`src/rtl/mem_lsu.sv`:
```
// mem_lsu: load/store unit issuing on an SRAM-like bus.
// In-order tracker FIFO pairs bus responses with their originating request.
module mem_lsu #(
    parameter int DEPTH        = 2,
    parameter int REG_AW       = 5,
    parameter int PHYS_MASK_EN = 1
) (
    input  logic              clk,
    input  logic              rst,
    input  logic              req_valid,
    output logic              req_ready,
    input  logic [3:0]        req_op,
    input  logic [31:0]       req_addr,
    input  logic [31:0]       req_wdata,
    input  logic [31:0]       req_pc,
    input  logic [REG_AW-1:0] req_wd,
    output logic              data_req,
    output logic              data_wr,
    output logic [1:0]        data_size,
    output logic [31:0]       data_addr,
    output logic [31:0]       data_wdata,
    input  logic              data_addr_ok,
    input  logic              data_data_ok,
    input  logic [31:0]       data_rdata,
    output logic              wb_valid,
    output logic              wb_wreg,
    output logic [REG_AW-1:0] wb_wd,
    output logic [31:0]       wb_wdata,
    output logic [31:0]       wb_pc,
    output logic              exc_valid,
    output logic [4:0]        exc_code,
    output logic [31:0]       exc_badvaddr,
    output logic [31:0]       exc_pc,
    output logic              busy
);

    localparam int PW = (DEPTH > 1) ? $clog2(DEPTH) : 1;
    localparam int CW = $clog2(DEPTH + 1);

    logic [CW-1:0]     count_q, count_d;
    logic [PW-1:0]     wptr_q, wptr_d;
    logic [PW-1:0]     rptr_q, rptr_d;

    logic [3:0]        op_mem  [DEPTH];
    logic [1:0]        off_mem [DEPTH];
    logic [REG_AW-1:0] wd_mem  [DEPTH];
    logic [31:0]       pc_mem  [DEPTH];

    logic              wb_valid_q, wb_valid_d;
    logic              wb_wreg_q, wb_wreg_d;
    logic [REG_AW-1:0] wb_wd_q, wb_wd_d;
    logic [31:0]       wb_wdata_q, wb_wdata_d;
    logic [31:0]       wb_pc_q, wb_pc_d;

    logic              exc_valid_q, exc_valid_d;
    logic [4:0]        exc_code_q, exc_code_d;
    logic [31:0]       exc_badvaddr_q, exc_badvaddr_d;
    logic [31:0]       exc_pc_q, exc_pc_d;

    logic              is_load;
    logic              is_store;
    logic [1:0]        size;
    logic              misal;
    logic              aligned_op;
    logic              not_full;
    logic              push;
    logic              pop;

    logic [3:0]        head_op;
    logic [1:0]        head_off;
    logic [7:0]        rd_byte;
    logic [15:0]       rd_half;
    logic [31:0]       load_data;

    // Operation decode and alignment check
    always_comb begin
        is_load  = 1'b0;
        is_store = 1'b0;
        size     = 2'd0;
        case (req_op)
            4'd0, 4'd1: begin is_load = 1'b1;  size = 2'd0; end
            4'd2, 4'd3: begin is_load = 1'b1;  size = 2'd1; end
            4'd4:       begin is_load = 1'b1;  size = 2'd2; end
            4'd8:       begin is_store = 1'b1; size = 2'd0; end
            4'd9:       begin is_store = 1'b1; size = 2'd1; end
            4'd10:      begin is_store = 1'b1; size = 2'd2; end
            default:    ;
        endcase
        misal = ((size == 2'd1) && req_addr[0]) ||
                ((size == 2'd2) && (req_addr[1:0] != 2'b00));
    end

    assign aligned_op = (is_load || is_store) && !misal;
    assign not_full   = (count_q != CW'(DEPTH));
    assign push       = req_valid && aligned_op && not_full && data_addr_ok;
    assign pop        = data_data_ok && (count_q != '0);

    // Bus request drive; misaligned and NOP requests are consumed without bus traffic
    always_comb begin
        data_req   = req_valid && aligned_op && not_full && !rst;
        data_wr    = data_req && is_store;
        data_size  = size;
        data_addr  = (PHYS_MASK_EN != 0) ? {3'b000, req_addr[28:0]} : req_addr;
        data_wdata = 32'd0;
        if (is_store) begin
            case (size)
                2'd0:    data_wdata = {4{req_wdata[7:0]}};
                2'd1:    data_wdata = {2{req_wdata[15:0]}};
                default: data_wdata = req_wdata;
            endcase
        end
        req_ready  = aligned_op ? (data_addr_ok && not_full) : 1'b1;
    end

    // Head entry load-data extraction
    always_comb begin
        head_op  = op_mem[rptr_q];
        head_off = off_mem[rptr_q];
        case (head_off)
            2'd0:    rd_byte = data_rdata[7:0];
            2'd1:    rd_byte = data_rdata[15:8];
            2'd2:    rd_byte = data_rdata[23:16];
            default: rd_byte = data_rdata[31:24];
        endcase
        rd_half = head_off[1] ? data_rdata[31:16] : data_rdata[15:0];
        case (head_op)
            4'd0:    load_data = {{24{rd_byte[7]}}, rd_byte};
            4'd1:    load_data = {24'd0, rd_byte};
            4'd2:    load_data = {{16{rd_half[15]}}, rd_half};
            4'd3:    load_data = {16'd0, rd_half};
            4'd4:    load_data = data_rdata;
            default: load_data = 32'd0;
        endcase
    end

    // Next-state for occupancy, pointers, completion and exception registers
    always_comb begin
        count_d = count_q;
        case ({push, pop})
            2'b10:   count_d = count_q + 1'b1;
            2'b01:   count_d = count_q - 1'b1;
            default: ;
        endcase
        wptr_d = wptr_q;
        if (push) begin
            wptr_d = (wptr_q == PW'(DEPTH - 1)) ? '0 : wptr_q + 1'b1;
        end
        rptr_d = rptr_q;
        if (pop) begin
            rptr_d = (rptr_q == PW'(DEPTH - 1)) ? '0 : rptr_q + 1'b1;
        end

        wb_valid_d = pop;
        wb_wreg_d  = wb_wreg_q;
        wb_wd_d    = wb_wd_q;
        wb_wdata_d = wb_wdata_q;
        wb_pc_d    = wb_pc_q;
        if (pop) begin
            wb_wreg_d  = !head_op[3];
            wb_wd_d    = wd_mem[rptr_q];
            wb_wdata_d = load_data;
            wb_pc_d    = pc_mem[rptr_q];
        end

        exc_valid_d    = req_valid && (is_load || is_store) && misal;
        exc_code_d     = exc_code_q;
        exc_badvaddr_d = exc_badvaddr_q;
        exc_pc_d       = exc_pc_q;
        if (exc_valid_d) begin
            exc_code_d     = is_store ? 5'd5 : 5'd4;
            exc_badvaddr_d = req_addr;
            exc_pc_d       = req_pc;
        end
    end

    // Control state with asynchronous clear
    always_ff @(posedge clk or posedge rst) begin
        if (rst) begin
            count_q        <= '0;
            wptr_q         <= '0;
            rptr_q         <= '0;
            wb_valid_q     <= 1'b0;
            wb_wreg_q      <= 1'b0;
            wb_wd_q        <= '0;
            wb_wdata_q     <= '0;
            wb_pc_q        <= '0;
            exc_valid_q    <= 1'b0;
            exc_code_q     <= '0;
            exc_badvaddr_q <= '0;
            exc_pc_q       <= '0;
        end else begin
            count_q        <= count_d;
            wptr_q         <= wptr_d;
            rptr_q         <= rptr_d;
            wb_valid_q     <= wb_valid_d;
            wb_wreg_q      <= wb_wreg_d;
            wb_wd_q        <= wb_wd_d;
            wb_wdata_q     <= wb_wdata_d;
            wb_pc_q        <= wb_pc_d;
            exc_valid_q    <= exc_valid_d;
            exc_code_q     <= exc_code_d;
            exc_badvaddr_q <= exc_badvaddr_d;
            exc_pc_q       <= exc_pc_d;
        end
    end

    // Tracker payload; contents are only read while count marks them live
    always_ff @(posedge clk) begin
        if (push) begin
            op_mem[wptr_q]  <= req_op;
            off_mem[wptr_q] <= req_addr[1:0];
            wd_mem[wptr_q]  <= req_wd;
            pc_mem[wptr_q]  <= req_pc;
        end
    end

    assign wb_valid     = wb_valid_q;
    assign wb_wreg      = wb_wreg_q;
    assign wb_wd        = wb_wd_q;
    assign wb_wdata     = wb_wdata_q;
    assign wb_pc        = wb_pc_q;
    assign exc_valid    = exc_valid_q;
    assign exc_code     = exc_code_q;
    assign exc_badvaddr = exc_badvaddr_q;
    assign exc_pc       = exc_pc_q;
    assign busy         = (count_q != '0);

endmodule

```
`config.mk`:
```
export PLATFORM = sky130hd
export DESIGN_NAME = mem_lsu
export DESIGN_NICKNAME = d
export VERILOG_FILES = /design/src/rtl/mem_lsu.sv
export SDC_FILE = /design/constraint.sdc
export NUM_CORES = 1
export LEC_CHECK = 0
export BUFFER_PORTS_ARGS = -buffer_cell sky130_fd_sc_hd__buf_4
export CAP_MARGIN = 20
export CORE_ASPECT_RATIO = 0.9
export CORE_MARGIN = 1.5
export CORE_UTILIZATION = 28
export DETAILED_ROUTE_END_ITERATION = 10
export GPL_ROUTABILITY_DRIVEN = 0
export GPL_TIMING_DRIVEN = 1
export SLEW_MARGIN = 10
export SYNTH_ARGS = -nofsm -noshare
export SYNTH_HDL_FRONTEND = slang
export SYNTH_SLANG_ARGS = --single-unit
```
`constraint.sdc`:
```
create_clock -name clk -period 6.2 [get_ports clk]
set_input_delay 0.62 -clock clk [delete_from_list [all_inputs] [get_ports clk]]
set_output_delay 0.62 -clock clk [all_outputs]
set_load 0.01 [all_outputs]
```
======== After elaboration in Yosys (flattened, before gate mapping) ========
Memory sizes are Yosys's and may differ from the RTL's. A register that Yosys moved wholly into a read port is not among the register bits.
Cells that the tools add are included.
word-level totals
  register bits after elaboration ......... 108
  logic and storage cells ................. 79
  bits in writable memories ............... 86
  memories ................................ 4
  bits of input ports ..................... 142
  output and inout bits ................... 211
memories
  name     words  bits a word  rd ports  clocked after Yosys merged registers in  write ports  RTL line  text
  pc_mem   2      32           1         1                                        1            47        logic [31:0] pc_mem [DEPTH];
  wd_mem   2      5            1         1                                        1            46        logic [REG_AW-1:0] wd_mem [DEPTH];
  op_mem   2      4            1         0                                        1            44        logic [3:0] op_mem [DEPTH];
  off_mem  2      2            1         0                                        1            45        logic [1:0] off_mem [DEPTH];
operators by class
  multiplexer cells ....................... 15
  reductions and logical operators ........ 28
  equal/unequal tests ..................... 18
  $add $sub $neg .......................... 4
operators with widths
  kind                                                                   number
  32-bit case mux with 5 select lines                                    1
  32-bit case mux with 2 select lines                                    1
  32-bit 2-to-1 mux                                                      1
  8-bit case mux with 3 select lines                                     1
  4-bit by 2-bit equality test with 1-bit output, second input constant  4
  16-bit 2-to-1 mux                                                      1
  4-bit equality test, second input constant                             3
  1-bit logical AND                                                      12
  4-bit by 1-bit equality test with 1-bit output, second input constant  2
  4-bit by 3-bit equality test with 1-bit output, second input constant  2
  4-bit logical NOT                                                      2
  1-bit 2-to-1 mux                                                       8
  2-bit case mux with 2 select lines                                     2
  2-bit by 1-bit equality test with 1-bit output, second input constant  3
  2-bit equality test, second input constant                             3
  2-bit nonzero test                                                     3
  3-bit OR reduction                                                     2
  5-bit OR reduction                                                     1
  2-bit logical NOT                                                      2
  1-bit logical NOT                                                      3
  1-bit adder, second input constant                                     2
  2-bit by 1-bit adder with 2-bit output, second input constant          1
  1-bit logical OR                                                       2
  2-bit != test, second input constant                                   1
  2 further kinds                                                        2

======== Logic depth before layout (Yosys ltp) ========
Gate-level depths: netlist of run 1.
  word-level depth ........................ 13
  gate-level depth with buffers ........... 12
  mapped depth without buffers ............ 10

======== Least setup slack after synthesis of run 1 ========
No wires, ideal clock.
  path kind ............................... input port to output port
  start ................................... in rst
  end ..................................... out data_wr
  arrival ................................. 4.196 ns
  required time ........................... 5.580 ns
  stages on the path ...................... 3
  buffers on the path ..................... 0
  path slack .............................. 1.384 ns
  cell sequence ........................... inv_1 > and2_1 > and4_1
between the ends
  cells in the longest elaborated chain, start to end .. 3
RTL lines
  item                                RTL line  text
  start, declared                     9         input logic rst,
  1-bit logical NOT (no source line)  -
  1-bit logical AND                   100       data_req = req_valid && aligned_op && not_full && !rst;
  1-bit logical AND                   101       data_wr = data_req && is_store;
  end, declared                       18        output logic data_wr,
Every way passes these cells.

======== Worst setup path in the final report of run 1 ========
  start ................................... in req_op[2]
  end ..................................... out data_wdata[12]
between the ends
  cells in the longest elaborated chain, start to end .. 6
  elaborated cells between the ends (all ways) .. 15
  those cells by class .................... 7 x eq/ne; 4 x mux; 4 x reduce/logical
RTL lines
  item                                                                                 RTL line  text
  start, declared                                                                      12        input logic [3:0] req_op,
  4-bit equality test (tied with other cells)                                          80        case (req_op)
  3-bit OR reduction (no source line) or 2-bit OR reduction (tied branches)            -
  2-bit case mux with 2 select lines                                                   80
  2-bit by 1-bit equality test with 1-bit output or 2-bit logical NOT (tied branches)  106       case (size)
  32-bit case mux with 2 select lines                                                  106
  32-bit 2-to-1 mux *                                                                  105       if (is_store) begin
  end, declared                                                                        21        output logic [31:0] data_wdata,
Every way passes the cells marked *; elsewhere a longest branch is shown, timed or not.

==> metrics.md, run 1 <==
| Metric | Value |
|---|---|
| WL final | `26.5 mm` |
| Filler cell count | `3320` |
| Mapped cell area | `0.00975 sq mm` |
| Postcts setup bufs | `0` |
| Outcome | `finished, final reports clean` |
| Non-Filler Instances | `1539` |
| PD cells | `391 mW/mm^2` |
| Top FF cell, synth | `dfrtp_1` |
| Largest net degree at the start of global routing | `79` |
| Setup TNS | `0 ns` |
| RSZ-0062 raised after global routing | `false` |
| Total of max-cap violations | `0` |
| Hold WC Path Type | `in2async` |
| Most common cell after layout, fill and taps aside | `buf_4` |
| # IOs | `353` |
| CTS tree | `done` |
| F_max | `276 MHz` |
| #FFs+latches synth | `228` |
| Post-route DRC | `0` |
| Sequential area share after synthesis | `0.629` |
| Most frequent cell on the critical path | `buf_4` |
| Post-synth cell types | `55` |
| Critical-path maximum fanout | `18` |
| Fraction of layout cells with a size suffix above 1 | `0.446` |
| Setup WS post-layout | `2.58 ns` |
| Area of the multi-input gates | `0.00317 sq mm` |
| Detailed Place HPWL | `19.1 mm` |
| Vias | `6989` |
| Critical path class | `in2out` |
| CTS root buf | `clkbuf_16` |
| Clk sink count | `228` |
| Startpoint types | `input port` |
| H-tree depth | `1` |
| Worst slew pin tran | `0.973 ns` |
| Critical Path AT | `3.00 ns` |
| Area growth syn-to-layout | `38.2%` |
| Port buffer count | `346` |
| GRT overflow | `0` |
| Relative slew slack | `0.351` |
| Commonest cells after routing, fill and taps aside | `357 x buf_4, 141 x dfrtp_1, 86 x edfxtp_1` |
| Iteration-0 DRC Markers | `260` |
| Clk Latency, worst-skew pair | `0.52 ns` |
| Tot Pwr | `5260 uW` |
| Ys async rst share | `0.623` |
| Hold-fix buffer count after cts | `0` |
| Area occupied by registers | `0.00614 sq mm` |
| Worst setup EP type | `primary output` |
| Core area | `0.0341 sq mm` |
| Post-CTS Resized | `0` |
| Yosys warnings | `0` |
| First-pass GRT wire length | `40.2 mm` |
| Final #Nets | `1200` |
| Die Y | `180 um` |
| Vias/cell | `4.54` |
| Worst-path clk slew | `0.06 ns` |
| Leakage | `0.00606 uW` |
| Initial antenna violation count | `1` |
| Fin. Hold Viols | `0` |
| Ant diodes | `0` |
| Worst path required time | `5.58 ns` |
| Die area | `0.0360 sq mm` |
| Setup Viol. Count Final | `0` |
| Max-slew violations | `0` |
| Crit-path slowest cell | `o21bai_2` |
| Pre-CTS setup slack | `2.63 ns` |
| Antenna-violating nets left | `0` |
| Critical Path Max Stage Delay | `0.59 ns` |
| CTS Buffer Depth | `3` |
| Mean post-synth cell area | `13.1 sq um` |
| Aggregate global-route resource usage | `0.143` |
| Drt wl/cell | `17.2 um` |
| CTS buffer count | `26` |
| VDD IR-drop max | `0.198 mV` |
| Clock skew | `0.0167 ns` |
| Final Cycle Share | `0.584` |
| Final Critical Period | `3.62 ns` |
| EDFF count, synth | `86` |
| Critical path cell sequence | `buf_4, nor3b_1, o21bai_2, clkinv_1, nor2_1, nand2_1, a21oi_1, buf_4` |
| Cell count after synthesis | `742` |
| Chip Width | `200 um` |
| Initial DRT Pass Iterations | `5` |
| Inst Count DP | `1488` |
| Site Rows | `64` |
| Vias in the first global route | `6873` |
| Initial Util | `0.286` |
-- worst paths after layout --
path	startpoint	to	slack, ns	depth (start not counted)
worst max-delay path	req_op[2]	data_wdata[12]	2.58	8
worst min-delay path	rst	exc_pc[14]	0.05	2
worst max register to register	rptr_q	wb_wdata[26]	3.11	5
worst min register to register	exc_code[2]	exc_code[2]	0.48	1
max in group asynchronous	rst	exc_pc[29]	5.04	3
min in group clk	req_wd[3]	wd_mem[1][3]	0.29	1
-- stage by stage --
step	instance area (sq um)	util	hold slack (ns)
2_1_floorplan	9770	-	0.455
6_report	13500	0.395	0.0509
4_1_cts	13500	0.394	0.0263
3_5_place_dp	12600	0.369	0.468
5_1_grt	13500	0.395	0.0460
3_3_place_gp	12600	0.369	0.462
-- logic make-up after synthesis --
group | count (synthesis) | share of synthesized area
mux | 127 | 0.142
fa+ha+maj | 1 | 0.00128
simple gates | 162 | 0.0770
buf+inv | 83 | 0.0497
flops | 228 | 0.629
other cells | 1 | 0.000385
compound gates | 135 | 0.0957
xor+xnor | 5 | 0.00449
-- layer usage --
metal	track usage	vias to the layer above	share of wire
met5	0	-	0
met4	0.0331	0	0.018
met3	0.0301	31	0.067
met2	0.234	257	0.47
met1	0.192	3391	0.44
li1	-	3310	-
-- cell usage after synthesis, drive strengths merged, types with 2 or more instances --
master   count  share of area
dfrtp      142           0.36
nand3b       3         0.0023
o21ai        5         0.0026
or2          2         0.0013
a2bb2oi      2         0.0018
nor2        56          0.022
o22ai        8         0.0051
xnor2        2         0.0018
xor2         3         0.0027
nand2b       4         0.0026
a21oi       56          0.029
a211o        6         0.0054
nand3        2         0.0010
o2bb2ai      8         0.0072
a211oi       5         0.0039
mux2i       57          0.060
clkbuf      18         0.0069
nand2       55          0.021
a22oi        8         0.0062
nor3b        3         0.0023
o221ai       7         0.0063
and4         2         0.0018
edfxtp      86           0.26
inv          6         0.0023
a22o         7         0.0063
buf         58          0.040
nor3        12         0.0062
a21o         2         0.0015
nor2b        3         0.0019
and3b        3         0.0027
mux2        69          0.080
a221o       16          0.016
and2        12         0.0077
-- sequential cells by signal (all words and copies together) (netlist names) --
| signal | count |
|---|---|
| op_mem | 8 |
| exc_pc | 32 |
| exc_code | 2 |
| pc_mem | 64 |
| wb_wd | 5 |
| exc_badvaddr | 32 |
| wd_mem | 10 |
| wb_wreg | 1 |
| wb_wdata | 32 |
| wb_valid | 1 |
| wb_pc | 32 |
| count_q | 2 |
| exc_valid | 1 |
| rptr_q | 1 |
| off_mem | 4 |
| wptr_q | 1 |
-- critical path: cells and delay by family --
family	cells	cell delay [ns]
AND/OR/NAND/NOR	3	0.83
AO/OA/AOI/OAI	2	0.77
buffers and inverters	3	0.77
-- power by group --
part / leakage [uW] / internal [uW] / switching (uW)
combinational: 0.00314 / 829 / 742
clock: 0.000422 / 900 / 602
sequential: 0.00251 / 1920 / 272
-- layout make-up --
class	count	share of cell area
clock buffer	36	0.0565
clock inverter	12	0.00715
inverter	7	0.00232
multi-input combinational	436	0.235
sequential	228	0.456
tap	462	0.0429
timing repair buffer	358	0.200
(Power assumes the default switching activity.)
==> inputs of run 2 (changes only) <==
clock period = 3.7 ns   (was 6.2 ns; I/O delays follow)
==> run 2 against run 1 <==
Effect of this change: sequential share of layout area decreased by 0.39 points; sequential power grew 65%; worst hold slack lost 0.021 ns; die area unchanged; worst setup slack got worse by 1.6 ns; routed wire length down 0.93%; clock power is 77% higher; non-clock buffer count up 7; sequential cell count unchanged; critical endpoint is now wb_wdata[23]; largest cell class unchanged.
==> metrics.md, run 2 (same netlist as run 1, synthesis figures left out) <==
| Metric | Value |
|---|---|
| Worst-path clk slew | `0.06 ns` |
| Clk Latency, worst-skew pair | `0.53 ns` |
| Initial Util | `0.286` |
| Total of max-cap violations | `0` |
| Setup WS post-layout | `0.951 ns` |
| Initial DRT Pass Iterations | `4` |
| Postcts setup bufs | `0` |
| Site Rows | `64` |
| Hold-fix buffer count after cts | `5` |
| Antenna-violating nets left | `0` |
| Iteration-0 DRC Markers | `288` |
| Final Critical Period | `2.75 ns` |
| Port buffer count | `346` |
| Non-Filler Instances | `1546` |
| First-pass GRT wire length | `40.3 mm` |
| Tot Pwr | `8960 uW` |
| VDD IR-drop max | `0.336 mV` |
| Clk sink count | `228` |
| Commonest cells after routing, fill and taps aside | `358 x buf_4, 141 x dfrtp_1, 86 x edfxtp_1` |
| Initial antenna violation count | `0` |
| Setup TNS | `0 ns` |
| Worst setup EP type | `flip-flop` |
| Largest net degree at the start of global routing | `143` |
| Aggregate global-route resource usage | `0.144` |
| Vias/cell | `4.52` |
| Clock skew | `0.0105 ns` |
| FF-to-FF Start | `rptr_q` |
| CTS buffer count | `26` |
| Fin. Hold Viols | `0` |
| Worst Hold Launch | `req_pc[4]` |
| Hold Path End | `pc_mem[1][4]` |
| GRT overflow | `0` |
| Outcome | `finished, final reports clean` |
| Vias in the first global route | `7047` |
| Pre-CTS setup slack | `0.516 ns` |
| CTS root buf | `clkbuf_16` |
| RSZ-0062 raised after global routing | `false` |
| Setup Viol. Count Final | `0` |
| Max-slew violations | `0` |
| CTS tree | `done` |
| Filler cell count | `3289` |
| Critical-path maximum fanout | `38` |
| Relative slew slack | `0.384` |
| Die area | `0.0360 sq mm` |
| WL final | `26.2 mm` |
| Area growth syn-to-layout | `39.4%` |
| H-tree depth | `1` |
| Worst reg2reg path depth | `5` |
| Final Cycle Share | `0.743` |
| Vias | `6985` |
| Post-CTS Resized | `0` |
| Worst path required time | `4.11 ns` |
| Flop-to-flop setup slack | `0.95 ns` |
| RR Endpoint | `wb_wdata[23]` |
| F_max | `364 MHz` |
| Critical Path AT | `3.15 ns` |
| Core area | `0.0341 sq mm` |
| Ant diodes | `0` |
| Fraction of layout cells with a size suffix above 1 | `0.444` |
| Startpoint types | `flip-flop` |
| # IOs | `353` |
| CTS Buffer Depth | `3` |
| Critical path class | `reg2reg` |
| Inst Count DP | `1493` |
| Die Y | `180 um` |
| Worst slew pin tran | `0.921 ns` |
| Hold Path Stages | `1` |
| Drt wl/cell | `17.0 um` |
| Leakage | `0.00612 uW` |
| Detailed Place HPWL | `18.7 mm` |
| Final #Nets | `1207` |
| Hold WC Path Type | `in2reg` |
| Max reg flops | `64` |
| Biggest register | `pc_mem` |
| Most common cell after layout, fill and taps aside | `buf_4` |
| Final Hold Slack | `0.0300 ns` |
| Chip Width | `200 um` |
| PD cells | `659 mW/mm^2` |
| Post-route DRC | `0` |
-- run 2: layer usage --
metal	GRT usage	routed length, um	share of wire
met1	0.191	11500	0.44
met2	0.233	12400	0.47
met3	0.0354	1860	0.071
met4	0.0373	492	0.019
met5	0	0	0
-- run 2: worst max path at each step --
stage                   start             end
floorplan                 rst         data_wr
global placement    req_op[3]    pc_mem[1][7]
detailed placement  req_op[3]    pc_mem[1][7]
CTS                    rptr_q    wb_wdata[23]
global route        req_op[2]  data_wdata[13]
finish                 rptr_q    wb_wdata[23]
-- run 2: worst max-delay path, stage by stage, from the launching register on --
cell,delay (ns)
dfrtp_4,0.81
mux2_2,0.53
mux2i_1,0.37
mux2i_1,0.11
and4_1,0.43
a221o_1,0.36
-- run 2: metrics by stage --
step,area [sq um],utilization
2_1_floorplan,9780,-
3_3_place_gp,12600,0.371
3_5_place_dp,12600,0.371
4_1_cts,13600,0.398
5_1_grt,13600,0.398
6_report,13600,0.398
-- run 2: final cells by class --
| class | instances | area, sq um | area share |
|---|---|---|---|
| repair buffers | 365 | 2780 | 0.204 |
| inverters | 7 | 30.0 | 0.00221 |
| well taps | 462 | 578 | 0.0425 |
| clock buffers | 41 | 811 | 0.0597 |
| multi-input cells | 436 | 3170 | 0.233 |
| flip-flops and latches | 228 | 6140 | 0.452 |
| clock inverters | 7 | 86.3 | 0.00635 |
-- run 2: power by group --
part,switching [uW],internal (uW)
Combinational,1290,1390
Sequential,398,3220
Clock,1020,1640
